[config.mk]
export PLATFORM = sky130hd
export DESIGN_NAME = uart_tx_buffered
export DESIGN_NICKNAME = d
export VERILOG_FILES = /design/src/rtl/uart_tx_buffered_pkg.sv /design/src/rtl/sync_fifo_8.sv /design/src/rtl/uart_tx_buffered.sv
export SDC_FILE = /design/constraint.sdc
export NUM_CORES = 1
export LEC_CHECK = 0
export CORE_ASPECT_RATIO = 0.8
export CORE_UTILIZATION = 51
export DETAILED_ROUTE_END_ITERATION = 10
export PLACE_DENSITY = 0.8
export SYNTH_ARGS = -nofsm -noshare
export SYNTH_HDL_FRONTEND = slang
export SYNTH_SLANG_ARGS = --single-unit
export TNS_END_PERCENT = 50
[constraint.sdc]
create_clock -name clk -period 3.4 [get_ports clk]
set_input_delay 0.51 -clock clk [delete_from_list [all_inputs] [get_ports clk]]
set_output_delay 0.51 -clock clk [all_outputs]
set_load 0.01 [all_outputs]
[src/rtl/uart_tx_buffered_pkg.sv]
// ----------------------------------------------------------------------------
// uart_tx_buffered_pkg
//
// Shared definitions for the buffered 8N1 UART transmitter.
//   tx_state_t : 2-bit serialiser FSM state encoding (IDLE, START, DATA, STOP)
//   FRAME_BITS : serial bits per frame (start + 8 data + stop)
//   DATA_BITS  : payload bits per frame
// ----------------------------------------------------------------------------
package uart_tx_buffered_pkg;

    typedef enum logic [1:0] {
        ST_IDLE  = 2'd0,
        ST_START = 2'd1,
        ST_DATA  = 2'd2,
        ST_STOP  = 2'd3
    } tx_state_t;

    localparam int FRAME_BITS = 10;
    localparam int DATA_BITS  = 8;

endpackage

[src/rtl/sync_fifo_8.sv]
// ----------------------------------------------------------------------------
// sync_fifo_8
//
// Single-clock byte FIFO feeding the UART serialiser.
//   clk      : clock, rising edge
//   rst_n    : asynchronous active-low reset, empties the FIFO
//   i_push   : enqueue i_data (ignored while full)
//   i_data   : byte to enqueue
//   i_pop    : dequeue the head entry (ignored while empty)
//   o_data   : head entry, valid while not empty
//   o_count  : current occupancy, 0..DEPTH
//   o_full   : occupancy equals DEPTH
//   o_empty  : occupancy is zero
// DEPTH must be a power of two so the pointers wrap by natural overflow.
// ----------------------------------------------------------------------------
module sync_fifo_8 #(
    parameter int DEPTH = 4
) (
    input  logic                     clk,
    input  logic                     rst_n,
    input  logic                     i_push,
    input  logic [7:0]               i_data,
    input  logic                     i_pop,
    output logic [7:0]               o_data,
    output logic [$clog2(DEPTH):0]   o_count,
    output logic                     o_full,
    output logic                     o_empty
);

    localparam int PW = $clog2(DEPTH);

    logic [7:0]    r_mem [DEPTH];
    logic [PW-1:0] r_wr_ptr;
    logic [PW-1:0] r_rd_ptr;
    logic [PW:0]   r_count;
    logic          w_push_ok;
    logic          w_pop_ok;

    // full/empty come straight from the occupancy register, so a push that
    // arrives while full is dropped even if a pop frees a slot that same edge
    assign o_full    = (r_count == (PW+1)'(DEPTH));
    assign o_empty   = (r_count == '0);
    assign w_push_ok = i_push && !o_full;
    assign w_pop_ok  = i_pop && !o_empty;
    assign o_data    = r_mem[r_rd_ptr];
    assign o_count   = r_count;

    // Storage array; no reset needed because reads are qualified by occupancy
    always_ff @(posedge clk) begin
        if (w_push_ok) begin
            r_mem[r_wr_ptr] <= i_data;
        end
    end

    // Pointer and occupancy bookkeeping; simultaneous push and pop leaves
    // the occupancy unchanged while both pointers advance
    always_ff @(posedge clk or negedge rst_n) begin
        if (!rst_n) begin
            r_wr_ptr <= '0;
            r_rd_ptr <= '0;
            r_count  <= '0;
        end else begin
            if (w_push_ok) begin
                r_wr_ptr <= r_wr_ptr + 1'b1;
            end
            if (w_pop_ok) begin
                r_rd_ptr <= r_rd_ptr + 1'b1;
            end
            case ({w_push_ok, w_pop_ok})
                2'b10:   r_count <= r_count + 1'b1;
                2'b01:   r_count <= r_count - 1'b1;
                default: r_count <= r_count;
            endcase
        end
    end

endmodule

[src/rtl/uart_tx_buffered.sv]
// ----------------------------------------------------------------------------
// uart_tx_buffered
//
// Buffered 8N1 UART transmitter. Bytes written by the core are queued in a
// small FIFO and serialised LSB-first at CLKS_PER_BIT clocks per bit, with
// queued bytes sent back-to-back (no idle cycle between frames).
//   clk      : clock, rising edge
//   rst_n    : asynchronous active-low reset; line forced high, FIFO emptied
//   wr_data  : byte to enqueue
//   wr_en    : enqueue strobe
//   full     : FIFO holds FIFO_DEPTH entries
//   count    : FIFO occupancy
//   busy     : a frame (start..stop) is in progress
//   uart_tx  : registered serial line, idles high
// ----------------------------------------------------------------------------
module uart_tx_buffered
    import uart_tx_buffered_pkg::*;
#(
    parameter int CLKS_PER_BIT = 4,
    parameter int FIFO_DEPTH   = 4
) (
    input  logic                          clk,
    input  logic                          rst_n,
    input  logic [7:0]                    wr_data,
    input  logic                          wr_en,
    output logic                          full,
    output logic [$clog2(FIFO_DEPTH):0]   count,
    output logic                          busy,
    output logic                          uart_tx
);

    localparam int              BW        = (CLKS_PER_BIT > 1) ? $clog2(CLKS_PER_BIT) : 1;
    localparam logic [BW-1:0]   BAUD_LAST = BW'(CLKS_PER_BIT - 1);
    localparam logic [2:0]      BIT_LAST  = 3'(DATA_BITS - 1);

    tx_state_t    r_state;
    tx_state_t    w_state_next;
    logic [BW-1:0] r_baud;
    logic [BW-1:0] w_baud_next;
    logic [2:0]   r_bit_idx;
    logic [2:0]   w_bit_idx_next;
    logic [7:0]   r_shift;
    logic [7:0]   w_shift_next;
    logic         r_tx;
    logic         w_tx_next;
    logic         w_baud_end;
    logic         w_pop;
    logic         w_fifo_empty;
    logic [7:0]   w_fifo_data;

    sync_fifo_8 #(
        .DEPTH (FIFO_DEPTH)
    ) u_fifo (
        .clk     (clk),
        .rst_n   (rst_n),
        .i_push  (wr_en),
        .i_data  (wr_data),
        .i_pop   (w_pop),
        .o_data  (w_fifo_data),
        .o_count (count),
        .o_full  (full),
        .o_empty (w_fifo_empty)
    );

    assign w_baud_end = (r_baud == BAUD_LAST);
    assign busy       = (r_state != ST_IDLE);
    assign uart_tx    = r_tx;

    // Next-state logic for the serialiser. Each non-idle state holds for one
    // full baud period and advances on the last count. The end of the stop
    // bit behaves like IDLE: if anything is queued it is popped straight into
    // a new start bit so frames run back-to-back. The line value is computed
    // for the state being entered so the registered output lines up with it.
    always_comb begin
        w_state_next   = r_state;
        w_baud_next    = r_baud;
        w_bit_idx_next = r_bit_idx;
        w_shift_next   = r_shift;
        w_pop          = 1'b0;
        w_tx_next      = 1'b1;

        case (r_state)
            ST_IDLE: begin
                if (!w_fifo_empty) begin
                    w_pop        = 1'b1;
                    w_shift_next = w_fifo_data;
                    w_baud_next  = '0;
                    w_state_next = ST_START;
                end
            end
            ST_START: begin
                if (w_baud_end) begin
                    w_baud_next    = '0;
                    w_bit_idx_next = '0;
                    w_state_next   = ST_DATA;
                end else begin
                    w_baud_next = r_baud + 1'b1;
                end
            end
            ST_DATA: begin
                if (w_baud_end) begin
                    w_baud_next  = '0;
                    w_shift_next = {1'b0, r_shift[7:1]};
                    if (r_bit_idx == BIT_LAST) begin
                        w_state_next = ST_STOP;
                    end else begin
                        w_bit_idx_next = r_bit_idx + 1'b1;
                    end
                end else begin
                    w_baud_next = r_baud + 1'b1;
                end
            end
            ST_STOP: begin
                if (w_baud_end) begin
                    w_baud_next = '0;
                    if (!w_fifo_empty) begin
                        w_pop        = 1'b1;
                        w_shift_next = w_fifo_data;
                        w_state_next = ST_START;
                    end else begin
                        w_state_next = ST_IDLE;
                    end
                end else begin
                    w_baud_next = r_baud + 1'b1;
                end
            end
            default: begin
                w_state_next = ST_IDLE;
            end
        endcase

        case (w_state_next)
            ST_START: w_tx_next = 1'b0;
            ST_DATA:  w_tx_next = w_shift_next[0];
            default:  w_tx_next = 1'b1;
        endcase
    end

    // State, counters, shift register and the registered serial line.
    // Reset drops any partial frame and forces the line high immediately.
    always_ff @(posedge clk or negedge rst_n) begin
        if (!rst_n) begin
            r_state   <= ST_IDLE;
            r_baud    <= '0;
            r_bit_idx <= '0;
            r_shift   <= '0;
            r_tx      <= 1'b1;
        end else begin
            r_state   <= w_state_next;
            r_baud    <= w_baud_next;
            r_bit_idx <= w_bit_idx_next;
            r_shift   <= w_shift_next;
            r_tx      <= w_tx_next;
        end
    end

endmodule
== Word-level counts from Yosys, hierarchy flattened ==
Memories as Yosys holds them, arrays and structs flattened.
Cells that the tools add are included.

* $add $sub $neg: 6
* Equality and inequality tests: 15
* Multiplexer cells: 25
* Reduce and logical (&&, ||, !) cells: 13

{| class="wikitable"
|+ Operators by type and width
! cell !! count
|-
| $mux 8 || 3
|-
| $pmux 8 s3 || 1
|-
| $mux 2 || 7
|-
| $pmux 3 s2 || 2
|-
| $eq 2x2->1 const B || 5
|-
| $ne 2x2->1 const B || 5
|-
| $mux 3 || 3
|-
| $pmux 2 s4 || 1
|-
| $add 2x1->2 const B || 3
|-
| $add 3x1->3 const B || 2
|-
| $eq 2x1->1 const B || 3
|-
| $eq 3x3->1 const B || 2
|-
| $reduce_bool 2->1 || 3
|-
| $mux 1 || 5
|-
| $pmux 1 s2 || 2
|-
| $pmux 2 s2 || 1
|-
| $reduce_and 4->1 || 1
|-
| $logic_not 3->1 || 1
|-
| $reduce_and 3->1 || 1
|-
| $reduce_bool 3->1 || 1
|-
| $reduce_or 3->1 || 1
|-
| $sub 3x1->3 const B || 1
|-
| $logic_and 1x1->1 || 2
|-
| $logic_not 1->1 || 2
|-
| $logic_not 2->1 || 1
|}

* Bits in registers: 23
* RAM bits: 32
* Output and inout port bits: 6
* Word-level logic and storage cells: 69
* Memories kept: 1

{| class="wikitable"
|+ Memories
! name !! words !! bits a word !! read ports !! clocked after memory_dff !! wr ports !! line !! source
|-
| u_fifo.r_mem || 4 || 8 || 1 || 0 || 1 || sync_fifo_8.sv:32 || <nowiki>logic [7:0] r_mem [DEPTH];</nowiki>
|}

== Logic depth before layout (Yosys ltp) ==
Gate-level depths: netlist of the first run.

* Depth in word-level cells: 7
* Gate-level depth with buffers: 10
* Depth with buffers taken out: 10

== Hierarchy ==
From an unflattened synthesis of the first run, not the netlist that was laid out.

* Cell total of the unflattened synthesis: 181
* Area, all modules: 2602.5 µm²

{| class="wikitable"
|+ By module, submodules not included
! module !! times used !! cells each !! area each (µm²)
|-
| sync_fifo_8 || 1 || 79 || 1592.8
|-
| uart_tx_buffered || 1 || 102 || 1009.7
|}

== Worst setup path before layout of the first run ==
No wires, ideal clock.

* Kind: register to register
* From: register r_state[1]
* To: register u_fifo.r_count[2] (netlist: u_fifo.o_count[2])
* Arrival time: 2.165 ns
* Path slack: 1.155 ns
* Stages on the path, launching flop included: 11
* Path buffers: 0
* Period minus slack after synthesis: 2.245 ns
* Path through: dfrtp_1 -> inv_1 -> ha_1 -> a21oi_1 -> nor3_1 -> ha_1 -> inv_1 -> fa_1 -> xor2_1 -> nor2_1 -> xor2_1

* Cells in the longest elaborated chain, start to end: 5
* Elaborated cells on any way between the ends: 8
* Those cells by class: eq/ne: 3; mux: 2; reduce/logical: 3

{| class="wikitable"
|+ RTL lines
! what !! line !! source
|-
| from (decl) || uart_tx_buffered.sv:36 || <nowiki>tx_state_t r_state;</nowiki>
|-
| from (signal assigned) || uart_tx_buffered.sv:149 || <nowiki>r_state <= w_state_next;</nowiki>
|-
| $eq 2x2->1 / $logic_not 2->1 (equally long branches) || uart_tx_buffered.sv:82 || <nowiki>case (r_state)</nowiki>
|-
| $pmux 1 s2 * || uart_tx_buffered.sv:82 ||
|-
| $logic_and 1x1->1 * || sync_fifo_8.sv:44 || <nowiki>assign w_pop_ok = i_pop && !o_empty;</nowiki>
|-
| via u_fifo.w_pop_ok || sync_fifo_8.sv:37 || <nowiki>logic w_pop_ok;</nowiki>
|-
| $eq 2x1->1 / $eq 2x2->1 (equally long branches) || sync_fifo_8.sv:69 || <nowiki>case ({w_push_ok, w_pop_ok})</nowiki>
|-
| $pmux 3 s2 / $reduce_bool 2->1 (equally long branches) || n/a ||
|-
| to (signal assigned) || sync_fifo_8.sv:70 || <nowiki>2'b10: r_count <= r_count + 1'b1;</nowiki>
|-
| to (signal assigned) || sync_fifo_8.sv:71 || <nowiki>2'b01: r_count <= r_count - 1'b1;</nowiki>
|-
| to (signal assigned) || sync_fifo_8.sv:72 || <nowiki>default: r_count <= r_count;</nowiki>
|-
| to (decl) || sync_fifo_8.sv:35 || <nowiki>logic [PW:0] r_count;</nowiki>
|}

Mark *: on every way through the listed nets, which the timed path passes. The rest lies on a longest branch.
A chain may end at the register's enable or synchronous reset.

== Final worst setup path of the first run ==
Same ends and word-level chain as after synthesis.

==> flow_summary.yaml, run 1 <==
cells_and_area:
  final_nets: 221
  num_antenna_cells: 0
  synthToLayoutAreaGrowth_pct: 11.9
  drive_above_1_share_pct: 9.64
  design_area_mm2: 0.00289
power:
  powerDensity_mw_per_mm2: 797
  vdd_ir_drop_max_v: 0.000349
  p_leak_nw: 1.15
  p_total_mw: 2.30
timing:
  max_slew_margin_pct: 30.9
  hold_viol: 0
  finalCritPeriodShare_pct: 76.2
  fin_tns_setup_ns: 0
  rsz0062_at_grt: "false"
  setup_viol: 0
  period_minus_slack_ns: 2.59
  finClkSkew_ns: 0.00873
  final-max-slew-violation-count: 0
  tightest_slew_ns: 1.03
  fmax_mhz: 386
yosys:
  synth.largest_area_cell: "edfxtp_1"
  synth_top_family_by_area: "multiplexers"
  ys_ff_latch: 55
  postSynth.asyncResetShare_pct: 41.8
  synth_xor_area_share_pct: 2.03
  synth_cell_types: 45
  yosys.area_share.simple_pct: 8.23
  synth_area_mm2: 0.00258
  ys_seq_area_share_pct: 59.5
  synth_edf_count: 32
  synth_most_common_cell: "edfxtp_1"
  synth_fa_ha_area_share_pct: 7.07
  synth_ff_type: "edfxtp_1"
  synth_top_area_share_pct: 37.2
  ys_warn_count: 0
  synth_top_cells_by_count: "edfxtp_1 (32), dfrtp_1 (22), ha_1 (13)"
  avgSynthCellArea_um2: 14.4
  synth_compound_area_share_pct: 10.0
  syn_nets: 204
  synth_mux_area_share_pct: 10.1
  synth_area_leaders: "edfxtp_1 (37%), dfrtp_1 (21%), mux4_1 (7.1%)"
  syn_inst: 179
clocking:
  cts_buffer_depth: 2
  cts.clk_slew.worst_paths_ns: 0.11
  cts_buffers: 5
  cts_setup_buffers: 0
  htree_levels: 2
  cts_tree: "done"
  clock-sinks: 55
  cts_root_buffer: "clkbuf_8"
  postCtsHoldBufs: 0
  cts.repair.resized: 0
  clock_latency_ns: 0.32
critical_path:
  cp_data_arrival_time_ns: 2.84
  cp_slowest_cell: "dfrtp_1"
  critPathLaunchType: "register"
  path_class: "register to register"
  worstPathCellList: "inv_1 > ha_1 > a21oi_1 > nor3_1 > ha_1 > inv_1 > fa_1 > xor2_1 > nor2_1 > xor2_1"
  crit_required_ns: 3.65
  cp_max_fo: 5
  crit_path_end_kind: "register"
  cpPeakStageDelay_ns: 0.44
routing:
  ant_nets: 0
  drc: 0
  drt-vias-per-instance: 5.96
  wl_per_cell_um: 17.8
  drt-initial-drc-count: 113
  routed_wl_mm: 4.58
  first_pass_iters: 5
  vias: 1533
placed_design:
  dpl-instance-area_mm2: 0.00279
  portBuffers: 16
  globalplace.congestion: 0.819
  post-dp-hpwl_mm: 3.26
die:
  io_pins: 17
  die_y_um: 65.7
  coreArea_mm2: 0.00473
  die-area_mm2: 0.00536
  num_rows: 22
  fp.dieW_um: 81.6
  start_util_pct: 54.6
global_route:
  grt_max_degree: 24
  antenna_found_initial: 0
  grt_pass1_wl_mm: 7.80
  grt_util_all_layers_pct: 20.3
  grt_pass1_vias: 1621
  overflow: 0
status:
  status: "complete, no violations"
flow_run:
  max_cap_violations: 0
hold_path:
  min_path_type: "register to register"
-- per-layer routing --
layer | part of all wire [%] | vias up | global-route usage, %
li1 | - | 719 | -
met1 | 45 | 767 | 25.7
met2 | 49 | 40 | 33.8
met3 | 3.9 | 7 | 5.97
met4 | 1.2 | 0 | 5.70
met5 | 0 | - | 0
-- critical path, delay by kind of cell, from the launching register on --
family                     cells  cell delay [ns]
buffers and inverters          2             0.23
xor gates and xnor gates       2             0.31
and+or+nand+nor                2             0.49
adders and majority gates      3             0.93
AOI/OAI and AO/OA              1             0.13
DFF                            1             0.44
-- sequential cells by signal (all words and copies together) (netlist names) --
name / cells
r_state: 2
u_fifo.r_wr_ptr: 2
uart_tx: 1
r_bit_idx: 3
u_fifo.o_count: 3
u_fifo.r_mem: 32
r_baud: 2
u_fifo.r_rd_ptr: 2
r_shift: 8
-- cells in the final DEF (no fill, tap or decap), drive strengths merged, types with 4 or more instances in the layout --
cell | synthesis | layout
clkbuf | 4 | 5
inv | 11 | 12
o21ai | 8 | 8
nor2b | 4 | 4
mux4 | 8 | 8
and2 | 5 | 5
ha | 13 | 13
a222oi | 6 | 6
dfrtp | 22 | 22
clkdlybuf4s50 | 0 | 16
nor2 | 6 | 6
nand2 | 11 | 11
edfxtp | 32 | 32
a22o | 5 | 5
-- power breakdown --
group          internal, mW  switching, mW  total, mW
Sequential            0.891          0.131       1.02
Combinational         0.429          0.459      0.888
Clock                 0.155          0.238      0.393
Total                  1.48          0.828       2.30
-- worst paths after layout --
check	startpoint	slack [ns]	endpoint	cells after the start
hold reg to reg	r_shift[7]	0.53	r_shift[7]	1
min in group asynchronous	rst_n	0.75	u_fifo.r_rd_ptr[1]	1
max in group asynchronous	rst_n	2.03	r_state[1]	1
hold / removal	r_shift[7]	0.53	r_shift[7]	1
setup reg to reg	r_state[1]	0.81	u_fifo.o_count[2]	10
setup / recovery	r_state[1]	0.81	u_fifo.o_count[2]	10
-- cell families after synthesis --
logic type	count (synthesis)
multiplexers	13
AND/OR/NAND/NOR	40
AO/OA/AOI/OAI	33
XOR/XNOR	6
buffers and inverters	18
adder cells (fa/ha/maj)	14
flip-flops	55
-- metrics by stage --
stage          util [%]  setup WS, ns  instances  hold slack [ns]
6_report           61.1         0.810        257            0.528
5_1_grt            61.1         0.538        257            0.552
4_1_cts            61.1         0.807        257            0.527
3_5_place_dp       58.9         0.811        249            0.503
3_3_place_gp       58.9         0.991        249            0.485
2_1_floorplan         -          1.16        179            0.214
-- area by class of cell --
| type | count | area [µm²] |
|---|---|---|
| clock inverters | 3 | 33.8 |
| fillers | 367 | 1840 |
| well taps | 60 | 75.1 |
| flip-flops and latches | 55 | 1540 |
| multi-input cells | 106 | 967 |
| inverters | 11 | 41.3 |
| clock buffers | 5 | 68.8 |
| repair buffers | 17 | 168 |
Power figures use the tool's default switching activity.
==> inputs of run 2 (changes only) <==
clock period = 2.5 ns   (was 3.4 ns; I/O delays follow)
==> flow_summary.yaml, run 2 (synthesized netlist as in run 1, its figures left out) <==
routing:
  drt-vias-per-instance: 5.99
  vias: 1563
  drt-initial-drc-count: 151
  drc: 0
  wl_per_cell_um: 17.9
  routed_wl_mm: 4.68
  ant_nets: 0
  first_pass_iters: 5
placed_design:
  globalplace.congestion: 0.788
  post-dp-hpwl_mm: 3.35
  dpl-instance-area_mm2: 0.00282
  dp_cells: 253
  portBuffers: 16
  place_ws_ns: -0.0258
flow_run:
  max_cap_violations: 0
timing:
  tightest_slew_ns: 0.687
  finalCritPeriodShare_pct: 91.4
  worst_slack_ns: 0.215
  holdWs_ns: 0.416
  fin_tns_setup_ns: 0
  fmax_mhz: 438
  hold_viol: 0
  period_minus_slack_ns: 2.29
  max_slew_margin_pct: 52.9
  final-max-slew-violation-count: 0
  setup_viol: 0
  rsz0062_at_grt: "false"
  finClkSkew_ns: 0.00848
clocking:
  cts_root_buffer: "clkbuf_8"
  clock-sinks: 55
  cts_setup_buffers: 0
  htree_levels: 2
  postCtsHoldBufs: 0
  cts_buffers: 5
  cts.clk_slew.worst_paths_ns: 0.11
  cts_buffer_depth: 2
  cts_tree: "done"
  clock_latency_ns: 0.32
cells_and_area:
  synthToLayoutAreaGrowth_pct: 13.8
  layout_commonest_cell: "edfxtp_1"
  fin_cells: 261
  design_area_mm2: 0.00294
  drive_above_1_share_pct: 14.9
  num_antenna_cells: 0
  top_register: "u_fifo.r_mem"
  final_nets: 225
  top_regs: "u_fifo.r_mem x32, r_shift x8"
  largest_reg_flops: 32
  fin_util_pct: 62.1
  mostFrequentLayoutCells: "edfxtp_1 (32), dfrtp_1 (21), clkdlybuf4s50_1 (16)"
power:
  powerDensity_mw_per_mm2: 1090
  p_leak_nw: 1.16
  p_total_mw: 3.19
  vdd_ir_drop_max_v: 0.000599
die:
  start_util_pct: 54.6
  fp.dieW_um: 81.6
  num_rows: 22
  io_pins: 17
  die-area_mm2: 0.00536
  coreArea_mm2: 0.00473
  die_y_um: 65.7
critical_path:
  path_class: "register to register"
  critPathLaunchType: "register"
  r2r_start: "r_state[1]"
  cp_max_fo: 5
  cp_data_arrival_time_ns: 2.53
  crit_start: "r_state[1]"
  crit_required_ns: 2.74
  crit_path_end_kind: "register"
global_route:
  grt_pass1_vias: 1587
  overflow: 0
  grt_max_degree: 24
  antenna_found_initial: 0
  grt_pass1_wl_mm: 7.69
  grt_util_all_layers_pct: 20.2
status:
  status: "complete, no violations"
hold_path:
  min_path_type: "primary input to async pin"
-- run 2: power by group --
group	switching, mW	total [mW]	internal (mW)
sequential	0.181	1.39	1.21
clock	0.321	0.533	0.212
combinational	0.639	1.27	0.626
-- run 2: critical path, stage by stage (launching register included) --
cell and delay, ns:
dfrtp_2 0.46, inv_2 0.13, ha_4 0.17, a21oi_1 0.09, nor3_2 0.27, ha_2 0.24, inv_1 0.06, fa_1 0.38
xor2_1 0.15, nor2_1 0.12, xor2_1 0.16
-- run 2: metal layers --
layer  GRT usage (%)  up-vias  part of all wire, %  wire length, µm
met5               0        -                    0                0
met4            6.80        0                  2.0               92
met3            5.14       11                  4.4              206
met2            33.2       49                   49             2280
met1            26.1      779                   45             2110
li1                -      724                    -                -
-- run 2: path summary, 6_finish.rpt --
| kind | to | slack [ns] | cells past startpoint |
|---|---|---|---|
| max in group asynchronous | uart_tx | 1.80 | 2 |
| worst max-delay path | u_fifo.o_count[2] | 0.21 | 10 |
| min in group clk | r_shift[7] | 0.54 | 1 |
| worst min register to register | r_shift[7] | 0.54 | 1 |
| worst max register to register | u_fifo.o_count[2] | 0.21 | 10 |
| worst min-delay path | u_fifo.r_wr_ptr[0] | 0.42 | 2 |
-- run 2: timing repair --
item | in CTS | in global routing
pin swaps | 0 | 1
gates resized for setup | 1 | 7
endpoints found under the hold margin | 0 | 0
endpoints found under the setup margin | 1 | 1
-- run 2: final cells by class --
class                           count  area, µm²
Tap cell                           60       75.1
Clock buffer                        5       68.8
Timing Repair Buffer               21        198
Inverter                           11       41.3
Sequential cell                    55       1540
Multi-Input combinational cell    106        990
Fill cell                         349       1790
Clock inverter                      3       28.8
